===== config.mk =====
export PLATFORM = sky130hd
export DESIGN_NAME = mul_div_unit
export DESIGN_NICKNAME = d
export VERILOG_FILES = /design/src/rtl/mul_div_unit_pkg.sv /design/src/rtl/mul_div_unit_addsub.sv /design/src/rtl/mul_div_unit.sv
export SDC_FILE = /design/constraint.sdc
export NUM_CORES = 1
export LEC_CHECK = 0
export ABC_CLOCK_PERIOD_IN_PS = 3100
export CORE_MARGIN = 3
export CORE_UTILIZATION = 39
export CTS_CLUSTER_SIZE = 10
export DETAILED_ROUTE_END_ITERATION = 12
export PLACE_DENSITY = 0.64
export SKIP_LAST_GASP = 1
export SYNTH_ARGS = -nofsm -noshare
export SYNTH_HDL_FRONTEND = slang
export SYNTH_SLANG_ARGS = --single-unit

===== constraint.sdc =====
create_clock -name clk -period 3.1 [get_ports clk]
set_input_delay 0.62 -clock clk [delete_from_list [all_inputs] [get_ports clk]]
set_output_delay 0.62 -clock clk [all_outputs]
set_load 0.05 [all_outputs]

===== src/rtl/mul_div_unit_pkg.sv =====
// Shared types and op-decode helpers for the iterative multiply/divide unit.
package MulDivPkg;

  typedef enum logic [1:0] {
    OP_MULTU = 2'b00,
    OP_MULT  = 2'b01,
    OP_DIVU  = 2'b10,
    OP_DIV   = 2'b11
  } mdOpE;

  typedef enum logic [1:0] {
    ST_IDLE,
    ST_CALC,
    ST_FIXUP
  } mdStateE;

  // Per-operation control captured alongside the operands.
  typedef struct packed {
    mdOpE op;
    logic negRes;   // negate product / quotient in FIXUP
    logic negRem;   // negate remainder in FIXUP
    logic divZero;
  } mdCtrlS;

  function automatic logic isSigned(mdOpE op);
    return op[0];
  endfunction

  function automatic logic isDivide(mdOpE op);
    return op[1];
  endfunction

endpackage


===== src/rtl/mul_div_unit_addsub.sv =====
// Generic adder/subtractor: op=0 adds, op=1 subtracts; carryOut=1 on subtract means no borrow.
module AdderSubtractor #(
  parameter int BITS = 8
) (
  input  logic [BITS-1:0] a,
  input  logic [BITS-1:0] b,
  input  logic            op,
  output logic [BITS-1:0] result,
  output logic            carryOut
);

  logic [BITS:0] full;

  assign full     = {1'b0, a} + {1'b0, (op ? ~b : b)} + {{BITS{1'b0}}, op};
  assign result   = full[BITS-1:0];
  assign carryOut = full[BITS];

endmodule


===== src/rtl/mul_div_unit.sv =====
// Iterative radix-2 multiply (shift-add) and restoring divide, WIDTH CALC cycles plus one FIXUP.
module mul_div_unit
  import MulDivPkg::*;
#(
  parameter int WIDTH = 32
) (
  input  logic             clk,
  input  logic             nReset,
  input  logic             start,
  input  logic [1:0]       op,
  input  logic [WIDTH-1:0] a,
  input  logic [WIDTH-1:0] b,
  input  logic             flush,
  output logic             busy,
  output logic             done,
  output logic [WIDTH-1:0] hi,
  output logic [WIDTH-1:0] lo,
  output logic             divByZero
);

  localparam int CW = $clog2(WIDTH) + 1;

  mdStateE            state, stateNext;
  logic [CW-1:0]      cnt;
  mdCtrlS             ctrl;
  logic [2*WIDTH-1:0] acc;
  logic [WIDTH-1:0]   operandB;

  mdOpE               reqOp;
  logic               signA, signB, lastIter;
  logic [WIDTH-1:0]   magA, magB;

  assign reqOp    = mdOpE'(op);
  assign signA    = isSigned(reqOp) & a[WIDTH-1];
  assign signB    = isSigned(reqOp) & b[WIDTH-1];
  assign magA     = signA ? -a : a;
  assign magB     = signB ? -b : b;
  assign lastIter = (cnt == CW'(WIDTH - 1));
  assign busy     = (state != ST_IDLE);

  // Multiply step: add multiplicand into the upper half, keeping the carry for the shift.
  logic [WIDTH:0] mulSum;
  assign mulSum = {1'b0, acc[2*WIDTH-1:WIDTH]} + {1'b0, operandB};

  // Divide step: acc = {remainder, dividend bits still to shift in}.
  logic [WIDTH:0] shifted, diff;
  logic           noBorrow, qBit;
  assign shifted = acc[2*WIDTH-1:WIDTH-1];

  AdderSubtractor #(.BITS(WIDTH + 1)) uSub (
    .a        (shifted),
    .b        ({1'b0, operandB}),
    .op       (1'b1),
    .result   (diff),
    .carryOut (noBorrow)
  );

  assign qBit = noBorrow & ~diff[WIDTH];

  logic [2*WIDTH-1:0] prodNeg;
  logic [WIDTH-1:0]   quoNeg, remNeg;
  assign prodNeg = -acc;
  assign quoNeg  = -acc[WIDTH-1:0];
  assign remNeg  = -acc[2*WIDTH-1:WIDTH];

  always_ff @(posedge clk or negedge nReset) begin
    if (!nReset) state <= ST_IDLE;
    else         state <= stateNext;
  end

  always_comb begin
    stateNext = state;
    if (flush) begin
      stateNext = ST_IDLE;
    end else begin
      case (state)
        ST_IDLE:  if (start)    stateNext = ST_CALC;
        ST_CALC:  if (lastIter) stateNext = ST_FIXUP;
        ST_FIXUP: stateNext = ST_IDLE;
        default:  stateNext = ST_IDLE;
      endcase
    end
  end

  always_ff @(posedge clk or negedge nReset) begin
    if (!nReset) begin
      cnt       <= '0;
      ctrl      <= '0;
      acc       <= '0;
      operandB  <= '0;
      hi        <= '0;
      lo        <= '0;
      done      <= 1'b0;
      divByZero <= 1'b0;
    end else begin
      done      <= 1'b0;
      divByZero <= 1'b0;
      if (flush) begin
        cnt <= '0;
      end else begin
        case (state)
          ST_IDLE: if (start) begin
            cnt          <= '0;
            acc          <= {{WIDTH{1'b0}}, magA};
            operandB     <= magB;
            ctrl.op      <= reqOp;
            ctrl.negRes  <= signA ^ signB;
            ctrl.negRem  <= signA;
            ctrl.divZero <= isDivide(reqOp) && (b == '0);
          end
          ST_CALC: begin
            cnt <= cnt + CW'(1);
            if (isDivide(ctrl.op))
              acc <= {(qBit ? diff[WIDTH-1:0] : shifted[WIDTH-1:0]), acc[WIDTH-2:0], qBit};
            else if (acc[0])
              acc <= {mulSum, acc[WIDTH-1:1]};
            else
              acc <= {1'b0, acc[2*WIDTH-1:1]};
          end
          ST_FIXUP: begin
            done      <= 1'b1;
            divByZero <= ctrl.divZero;
            if (isDivide(ctrl.op)) begin
              // With b=0 the remainder already holds |a|, so the sign fix restores a.
              lo <= ctrl.divZero ? '1 : (ctrl.negRes ? quoNeg : acc[WIDTH-1:0]);
              hi <= ctrl.negRem ? remNeg : acc[2*WIDTH-1:WIDTH];
            end else begin
              {hi, lo} <= ctrl.negRes ? prodNeg : acc;
            end
          end
          default: ;
        endcase
      end
    end
  end

endmodule


Word-level counts from Yosys, hierarchy flattened
Index checks and enable logic that the tools add are counted.
{"block": "word_totals", "reg_bits": 175, "elab_cells": 69}
{"block": "classes", "bitwise": 7, "n_addsub": 9, "muxes": 24, "n_reduce_logical": 11, "n_eq_ne": 6}
{"cell": "$mux 32", "count": 8}
{"cell": "$mux 64", "count": 4}
{"cell": "$neg 32->32", "count": 4}
{"cell": "$pmux 64 s2", "count": 1}
{"cell": "$neg 64->64", "count": 1}
{"cell": "$add 33x33->34", "count": 1}
{"cell": "$add 34x1->34 const B", "count": 1}
{"cell": "$add 32x32->33", "count": 1}
{"cell": "$not 32->33", "count": 1}
{"cell": "$logic_not 32->1", "count": 1}
{"cell": "$mux 6", "count": 2}
{"cell": "$pmux 6 s2", "count": 1}
{"cell": "$add 6x1->6 const B", "count": 1}
{"cell": "$eq 6x5->1 const B", "count": 1}
{"cell": "$mux 2", "count": 3}
{"cell": "$ne 3x3->1 const B", "count": 2}
{"cell": "$reduce_and 2->1", "count": 3}
{"cell": "$reduce_and 3->1", "count": 2}
{"cell": "$mux 1", "count": 4}
{"cell": "$pmux 2 s2", "count": 1}
{"cell": "$reduce_bool 2->1", "count": 2}
{"cell": "$and 1x1->1", "count": 3}
{"cell": "$reduce_bool 3->1", "count": 1}
{"cell": "$eq 2x1->1 const B", "count": 1}
{"cell": "other kinds (6)", "count": 7}

Depth between registers and ports, before layout
Gate-level depths: netlist of the first run.
{"block": "depth", "depth_word": 8, "mapped_depth": 15}

Modules after synthesis
From an unflattened synthesis of the first run, not the netlist that was laid out.
{"block": "hier_totals", "hier_cells": 1852, "area_unflattened_um2": 14615.3}
{"module": "mul_div_unit", "area_each_um2": 12475.7, "instances": 1, "cells_per_inst": 1556}
{"module": "AdderSubtractor", "area_each_um2": 2139.6, "instances": 1, "cells_per_inst": 296}

Least setup slack after synthesis of the first run
OpenSTA, ideal clock, no wires.
{"block": "synth_timing", "path_type": "flip-flop to flip-flop", "start": "reg acc[31]", "end": "reg acc[45]", "arrival_ns": 3.119, "path_stages_with_launch": 15, "synth_period_minus_slack_ns": 3.245, "required_time_ns": 2.974, "path_buffers": 1, "setup_ns": 0.126, "setup_slack_ns": -0.145, "cell_sequence": "dfrtp_1 inv_1 ha_1 inv_1 fa_1 a21o_1 a221oi_2 o21bai_2 nand3_1 a21oi_1 or3_1 buf_6 nor2_4 mux2_4 a221o_1"}
{"block": "synth_between", "elab_chain_cells": 7}
{"item": "start, declared", "line_no": "mul_div_unit.sv:26", "text": "logic [2*WIDTH-1:0] acc;"}
{"item": "start signal, assigned", "line_no": "mul_div_unit.sv:104", "text": "acc <= {{WIDTH{1'b0}}, magA};"}
{"item": "start signal, assigned", "line_no": "mul_div_unit.sv:114", "text": "acc <= {(qBit ? diff[WIDTH-1:0] : shifted[WIDTH-1:0]), acc[WIDTH-2:0], qBit};"}
{"item": "start signal, assigned", "line_no": "mul_div_unit.sv:116", "text": "acc <= {mulSum, acc[WIDTH-1:1]};"}
{"item": "$add 33x33->34 *", "line_no": "mul_div_unit_addsub.sv:14", "text": "assign full = {1'b0, a} + {1'b0, (op ? ~b : b)} + {{BITS{1'b0}}, op};"}
{"item": "$add 34x1->34 *", "line_no": "mul_div_unit_addsub.sv:14"}
{"item": "$not 1->1", "line_no": "mul_div_unit.sv:58", "text": "assign qBit = noBorrow & ~diff[WIDTH];"}
{"item": "$and 1x1->1", "line_no": "mul_div_unit.sv:58"}
{"item": "$mux 32 *", "line_no": "mul_div_unit.sv:114"}
{"item": "$mux 64 *", "line_no": "mul_div_unit.sv:113", "text": "if (isDivide(ctrl.op))"}
{"item": "$pmux 64 s2 *", "line_no": "mul_div_unit.sv:101", "text": "case (state)"}
Mark *: on every way between the ends. The rest lies on a longest branch, timed or not.
A chain may end at the register's enable or synchronous reset.

Worst setup path after layout of the first run
{"block": "layout_timing", "start": "reg operandB[23]", "end": "reg acc[45]"}
{"block": "layout_between", "elab_chain_cells": 8}
{"item": "start, declared", "line_no": "mul_div_unit.sv:27", "text": "logic [WIDTH-1:0] operandB;"}
{"item": "start signal, assigned", "line_no": "mul_div_unit.sv:105", "text": "operandB <= magB;"}
{"item": "$not 32->33 *", "line_no": "mul_div_unit_addsub.sv:14"}
{"item": "$add 33x33->34 *", "line_no": "mul_div_unit_addsub.sv:14"}
{"item": "$add 34x1->34 *", "line_no": "mul_div_unit_addsub.sv:14"}
{"item": "$not 1->1", "line_no": "mul_div_unit.sv:58"}
{"item": "$and 1x1->1 *", "line_no": "mul_div_unit.sv:58"}
{"item": "$mux 32 *", "line_no": "mul_div_unit.sv:114"}
{"item": "$mux 64 *", "line_no": "mul_div_unit.sv:113"}
{"item": "$pmux 64 s2 *", "line_no": "mul_div_unit.sv:101"}
Marks and branches as above.

==> results.toml, run 1 <==
[synthesis]
synth_top_area_share_pct = 30.34
synth_area_leaders = "dfrtp_1 (30%), o21ai_0 (6.6%), nand2_1 (6.1%), ha_1 (6.0%), xor2_1 (5.5%)"
netlist_area_sq_um = 14350
synth_most_common_cell = "nand2_1"
ys_warn_count = 0
yosysTopAreaCell = "dfrtp_1"
syn_inst = 1800
synth-edff-count = 0
synth_nets = 1941
synthFlopType = "dfrtp_1"
synth_cell_types = 91
avgSynthCellArea_sq_um = 7.973
synth-seq-cells = 174
yosysSeqAreaShare_pct = 30.34
async_flop_share_pct = 100.0
netlist_top_cells_count = "nand2_1 (235), o21ai_0 (189), dfrtp_1 (174), a21oi_1 (145), nor2_1 (131)"

[placement]
place_hpwl_mm = 37.17
place_area_sq_um = 17330
gp_congestion = 0.9841
post-place-ws_ns = -0.2718
place_inst = 2478
io_buffers = 136

[drt]
vias_per_cell = 5.737
firstDrtPassIters = 5
ant_nets = 0
avgRoutedWirePerCell_um = 19.21
wl_mm = 48.60
num_vias = 14510
drc = 0
drtIter0Drc = 1454

[floorplanning]
start_util_pct = 39.96
ios = 137
rows = 69
die_h_um = 197.8
die_area_sq_um = 39140
coreArea_sq_um = 35910
fp.dieW_um = 197.8

[timing]
clock.fmax_ghz = 0.3138
hold_violations = 0
finalSetupViolCount = 13
rsz0062_at_grt = "yes"
maxSlewHeadroom_pct = 44.09
drv_slew = 0
worst_pin_slew_ns = 0.8386
fin_skew_ns = 0.01024
layout_setup_ws_ns = -0.08718
period_share_pct = 102.8
finalCriticalPeriod_ns = 3.187

[critical_path]
endpoint_kind = "flop"
critPathMaxFanout = 5
crit_type = "reg -> reg"
worstPathRequired_ns = 3.43
worstSetupStartpointType = "flop"
rrSetupSlack_ns = -0.09
worst_ep_arrival_time_ns = 3.52

[run]
drv_cap = 0

[finish]
antenna_cells = 0
fin_nets = 2198
num-fill-cells = 3430
final_cells = 2530
area_growth_syn_to_layout_pct = 29.02
finish.utilization_pct = 51.56
stdcell_area_sq_um = 18520
drive_above_1_share_pct = 16.72

[power_and_ir_drop]
total_power_w = 0.01703
ir_drop_v = 0.0004445
leakagePower_nw = 8.009
power.density_nw_per_um2 = 919.7

[clock_network]
cts_buffers = 17
cts-root-buf = "clkbuf_16"
clk_latency_ns = 0.44
cts_hold_buf = 0
clock_path_buffers = 2
cts_sinks = 174
cts_tree = "built"
path_clk_slew_ns = 0.07
htree_levels = 4

[global_routing]
grtUsageTotal_pct = 24.34
antenna_found_initial = 0
first_global_vias = 13650
grt_pass1_wl_mm = 76.04
grt_max_degree = 84
grt_overflow = 0

[run_status]
violations = "setup timing"
outcome = "finished, violations left"

[hold_path]
hp-class = "in -> async"
## final timing paths
path                         startpoint  endpoint  cells after the start
max                        operandB[23]   acc[45]                     12
max reg2reg                operandB[23]   acc[45]                     12
min                              nReset    lo[19]                      1
max in group asynchronous        nReset   acc[42]                      2
min reg2reg                      hi[21]    hi[21]                      2
min in group clk                 hi[21]    hi[21]                      2
## where the power goes
part           switching, W  internal, W  leakage (nW)
Clock               0.00108      0.00107         0.268
Combinational       0.00642      0.00499          5.48
Sequential         0.000717      0.00275          2.26
## sequential cells by signal, indices dropped and copies added, names as in the netlist, 2 cells and up
register / flops
state: 2
operandB: 32
cnt: 6
lo: 32
acc: 64
hi: 32
ctrl: 4
## repair_timing
item,CTS,global route
cloned,1,0
endpoints found under the setup margin,22,33
setup buffers,6,14
pin swaps,14,28
resized for setup,21,69
## metrics by stage
| stage | hold WS [ns] | TNS (ns) |
|---|---|---|
| after floorplan | 0.3244 | -0.03712 |
| after global placement | 0.4626 | -0.9461 |
| after detailed placement | 0.4697 | -2.275 |
| after CTS | 0.2780 | 0 |
| after global routing | 0.3018 | -2.528 |
| final | 0.2602 | -0.4380 |
## cells in the final DEF (no fill, tap or decap), drive strengths merged, types with 30 or more instances in the layout
cell             n
nand2          237
o21ai          208
buf            207
dfrtp          174
a21oi          147
clkdlybuf4s50  135
nor2           132
xor2            90
xnor2           72
inv             70
ha              69
mux2i           52
nand3           44
nor3            40
a21o            30
o31ai           30
## critical path, cell delays in order (launching register included)
cell	delay [ns]
dfrtp_1	0.39
inv_1	0.14
ha_4	0.24
a211oi_2	0.23
o211ai_1	0.18
o2bb2ai_2	0.18
buf_4	0.14
o21ai_2	0.18
o311ai_4	0.13
or3_4	0.42
nor2_4	0.23
mux2_4	0.32
a221o_1	0.28
## logic make-up (layout without fill, tap and decap cells)
logic type               Yosys count  after routing  share of synthesized area (%)
AO/OA/AOI/OAI                    580            580                          25.14
multiplexers                      56             56                          3.967
AND/OR/NAND/NOR                  588            588                          19.56
buffers and inverters            169            438                          4.821
XOR/XNOR                         162            162                          9.887
adder cells (fa/ha/maj)           71             71                          6.295
flip-flops                       174            174                          30.34
## layout make-up
class                           instances  area [sq um]  area share (%)
Clock inverter                         14         145.1          0.7838
Tap cell                              461         576.8           3.115
Clock buffer                           17         425.4           2.297
Inverter                               64         242.7           1.311
Sequential cell                       174          4364           23.57
Timing Repair Buffer                  343          3014           16.28
Multi-Input combinational cell       1457          9748           52.65
## layer usage
metal  global-route usage [%]  part of all wire, %  vias up
met1                    37.71                   48     6875
met2                    35.61                   42      596
met5                        0                    0        -
met4                    4.482                  1.0        0
met3                    4.288                  8.8       44
li1                         -                    -     6999
No activity file was read; power rests on OpenSTA's default activity.
==> inputs of run 2 (changes only) <==
--- a/config.mk
+++ b/config.mk
@@ -10,6 +10,7 @@
 export CORE_UTILIZATION = 39
 export CTS_CLUSTER_SIZE = 10
 export DETAILED_ROUTE_END_ITERATION = 12
+export GPL_ROUTABILITY_DRIVEN = 0
 export PLACE_DENSITY = 0.64
 export SKIP_LAST_GASP = 1
 export SYNTH_ARGS = -nofsm -noshare
==> run 2 against run 1 <==
The flow still finishes with violations (setup timing). Clock skew up 0.0065 ns. Sequential cell count unchanged. Via count down 0.50%. Critical endpoint is now acc[63]. Routed wire length down 2.6%. Die area unchanged. Final area down 1.5%. Power down 2.4%.
==> results.toml, run 2 (same netlist as run 1, synthesis figures left out) <==
[drt]
wl_mm = 47.32
vias_per_cell = 5.724
num_vias = 14440
drtIter0Drc = 1482
ant_nets = 0
firstDrtPassIters = 6
avgRoutedWirePerCell_um = 18.76
drc = 0

[floorplanning]
ios = 137
coreArea_sq_um = 35910
fp.dieW_um = 197.8
start_util_pct = 39.96
die_h_um = 197.8
rows = 69
die_area_sq_um = 39140

[critical_path]
path_cells = "inv_2 -> ha_1 -> nor2b_1 -> o31a_1 -> o31ai_4 -> o211ai_1 -> a31oi_2 -> nor2b_2 -> or4b_1 -> o211a_1 -> o31ai_1"
worst_ep_arrival_time_ns = 3.53
rrSetupSlack_ns = -0.07
critPathMaxFanout = 4
r2r_end = "acc[63]"
reg2reg_from = "operandB[1]"
cp.depth = 11
endpoint_kind = "flop"
cp_top_family = "compound AO/OA/AOI/OAI gates"
cp_slowest_cell = "or4b_1"
worstPathRequired_ns = 3.46
worst-path-buf-inv = 1
critPathMaxStageDelay_ns = 0.52
worstSetupStartpointType = "flop"
r2r_cells = 11
crit_type = "reg -> reg"

[power_and_ir_drop]
power.density_nw_per_um2 = 910.7
leakagePower_nw = 7.932
ir_drop_v = 0.0005106
total_power_w = 0.01661

[timing]
fin_tns_setup_ns = -0.07408
hold_violations = 0
drv_slew = 0
maxSlewHeadroom_pct = 58.82
layout_setup_ws_ns = -0.06978
hold_slack_ns = 0.1180
clock.fmax_ghz = 0.3155
finalSetupViolCount = 2
fin_skew_ns = 0.01676
period_share_pct = 102.3
rsz0062_at_grt = "yes"
finalCriticalPeriod_ns = 3.170
worst_pin_slew_ns = 0.6163

[finish]
layout_common_cells = "nand2_1 (233), buf_4 (192), o21ai_0 (185)"
drive_above_1_share_pct = 15.57
largest_register_ff_count = 64
finish.utilization_pct = 50.80
stdcell_area_sq_um = 18240
area_growth_syn_to_layout_pct = 27.12
antenna_cells = 0
fin_nets = 2190
layout_commonest_cell = "nand2_1"
regMostFlops = "acc"

[clock_network]
clk_latency_ns = 0.46
cts_buffers = 17
path_clk_slew_ns = 0.09
cts_tree = "built"
clock_path_buffers = 2
cts-root-buf = "clkbuf_16"
htree_levels = 4
cts_sinks = 174
cts_hold_buf = 0

[global_routing]
first_global_vias = 13280
use_met2_pct = 33.81
grt_max_degree = 66
gr-usage-met1_pct = 36.58
busiest_layer = "met1"
grt_overflow = 0
antenna_found_initial = 0
grt_pass1_wl_mm = 73.27
grtUsageMet3_pct = 3.948
grtUsageTotal_pct = 23.55

[placement]
io_buffers = 136
place_area_sq_um = 17350
place_hpwl_mm = 36.75

[hold_path]
hp-class = "in -> async"

[run_status]
outcome = "finished, violations left"
violations = "setup timing"

[run]
drv_cap = 0
## run 2: cell count changes in the layout (fill, tap and decap cells not counted), sizes merged
cell / previous run / this run
buf: 207 / 200
clkinv: 4 / 11
clkinvlp: 4 / 0
inv: 70 / 67
bufbuf: 1 / 0
clkbuf: 17 / 18
## run 2: layout make-up
cell class	instances	area [sq um]
Timing Repair Buffer	335	2900
Clock inverter	14	170.2
Multi-Input combinational cell	1457	9557
Tap cell	461	576.8
Fill cell	3432	17670
Sequential cell	174	4360
Inverter	64	240.2
Clock buffer	18	439.2
## run 2: how the worst max path moves through the flow
stage,endpoint,startpoint,slack [ns]
4_1_cts,acc[55],operandB[1],-0.008
2_1_floorplan,acc[45],acc[31],-0.04
5_1_grt,acc[63],operandB[1],-0.09
3_5_place_dp,acc[28],a[10],-0.26
3_3_place_gp,acc[28],a[10],-0.22
6_report,acc[63],operandB[1],-0.07
## run 2: power breakdown
group          total, W  switching (W)  internal, W
sequential      0.00339       0.000646      0.00275
combinational    0.0110        0.00624      0.00475
clock           0.00223        0.00112      0.00111
## run 2: stage by stage
| stage | std cells | setup slack (ns) |
|---|---|---|
| 6_report | 2523 | -0.06978 |
| 5_1_grt | 2523 | -0.09392 |
| 4_1_cts | 2516 | -0.008479 |
| 3_5_place_dp | 2483 | -0.2639 |
| 3_3_place_gp | 2483 | -0.2225 |
| 2_1_floorplan | 1800 | -0.03712 |
## run 2: per-layer routing
layer	part of all wire (%)	routed length (um)
met2	41	19220
met4	1.8	869
met3	9.4	4453
met1	48	22770
met5	0	0
## run 2: worst reg2reg max path, delay by kind of cell (launching register included)
family	cells	cell delay, ns
flops	1	0.44
buf+inv	1	0.08
compound gates	6	1.54
simple gates	3	0.75
fa+ha+maj	1	0.26
## run 2: repair_timing
item,CTS,global route
setup endpoints to repair,7,33
endpoints found under the hold margin,0,0
setup buffers,1,7
resized for setup,4,51
pin swaps,4,15
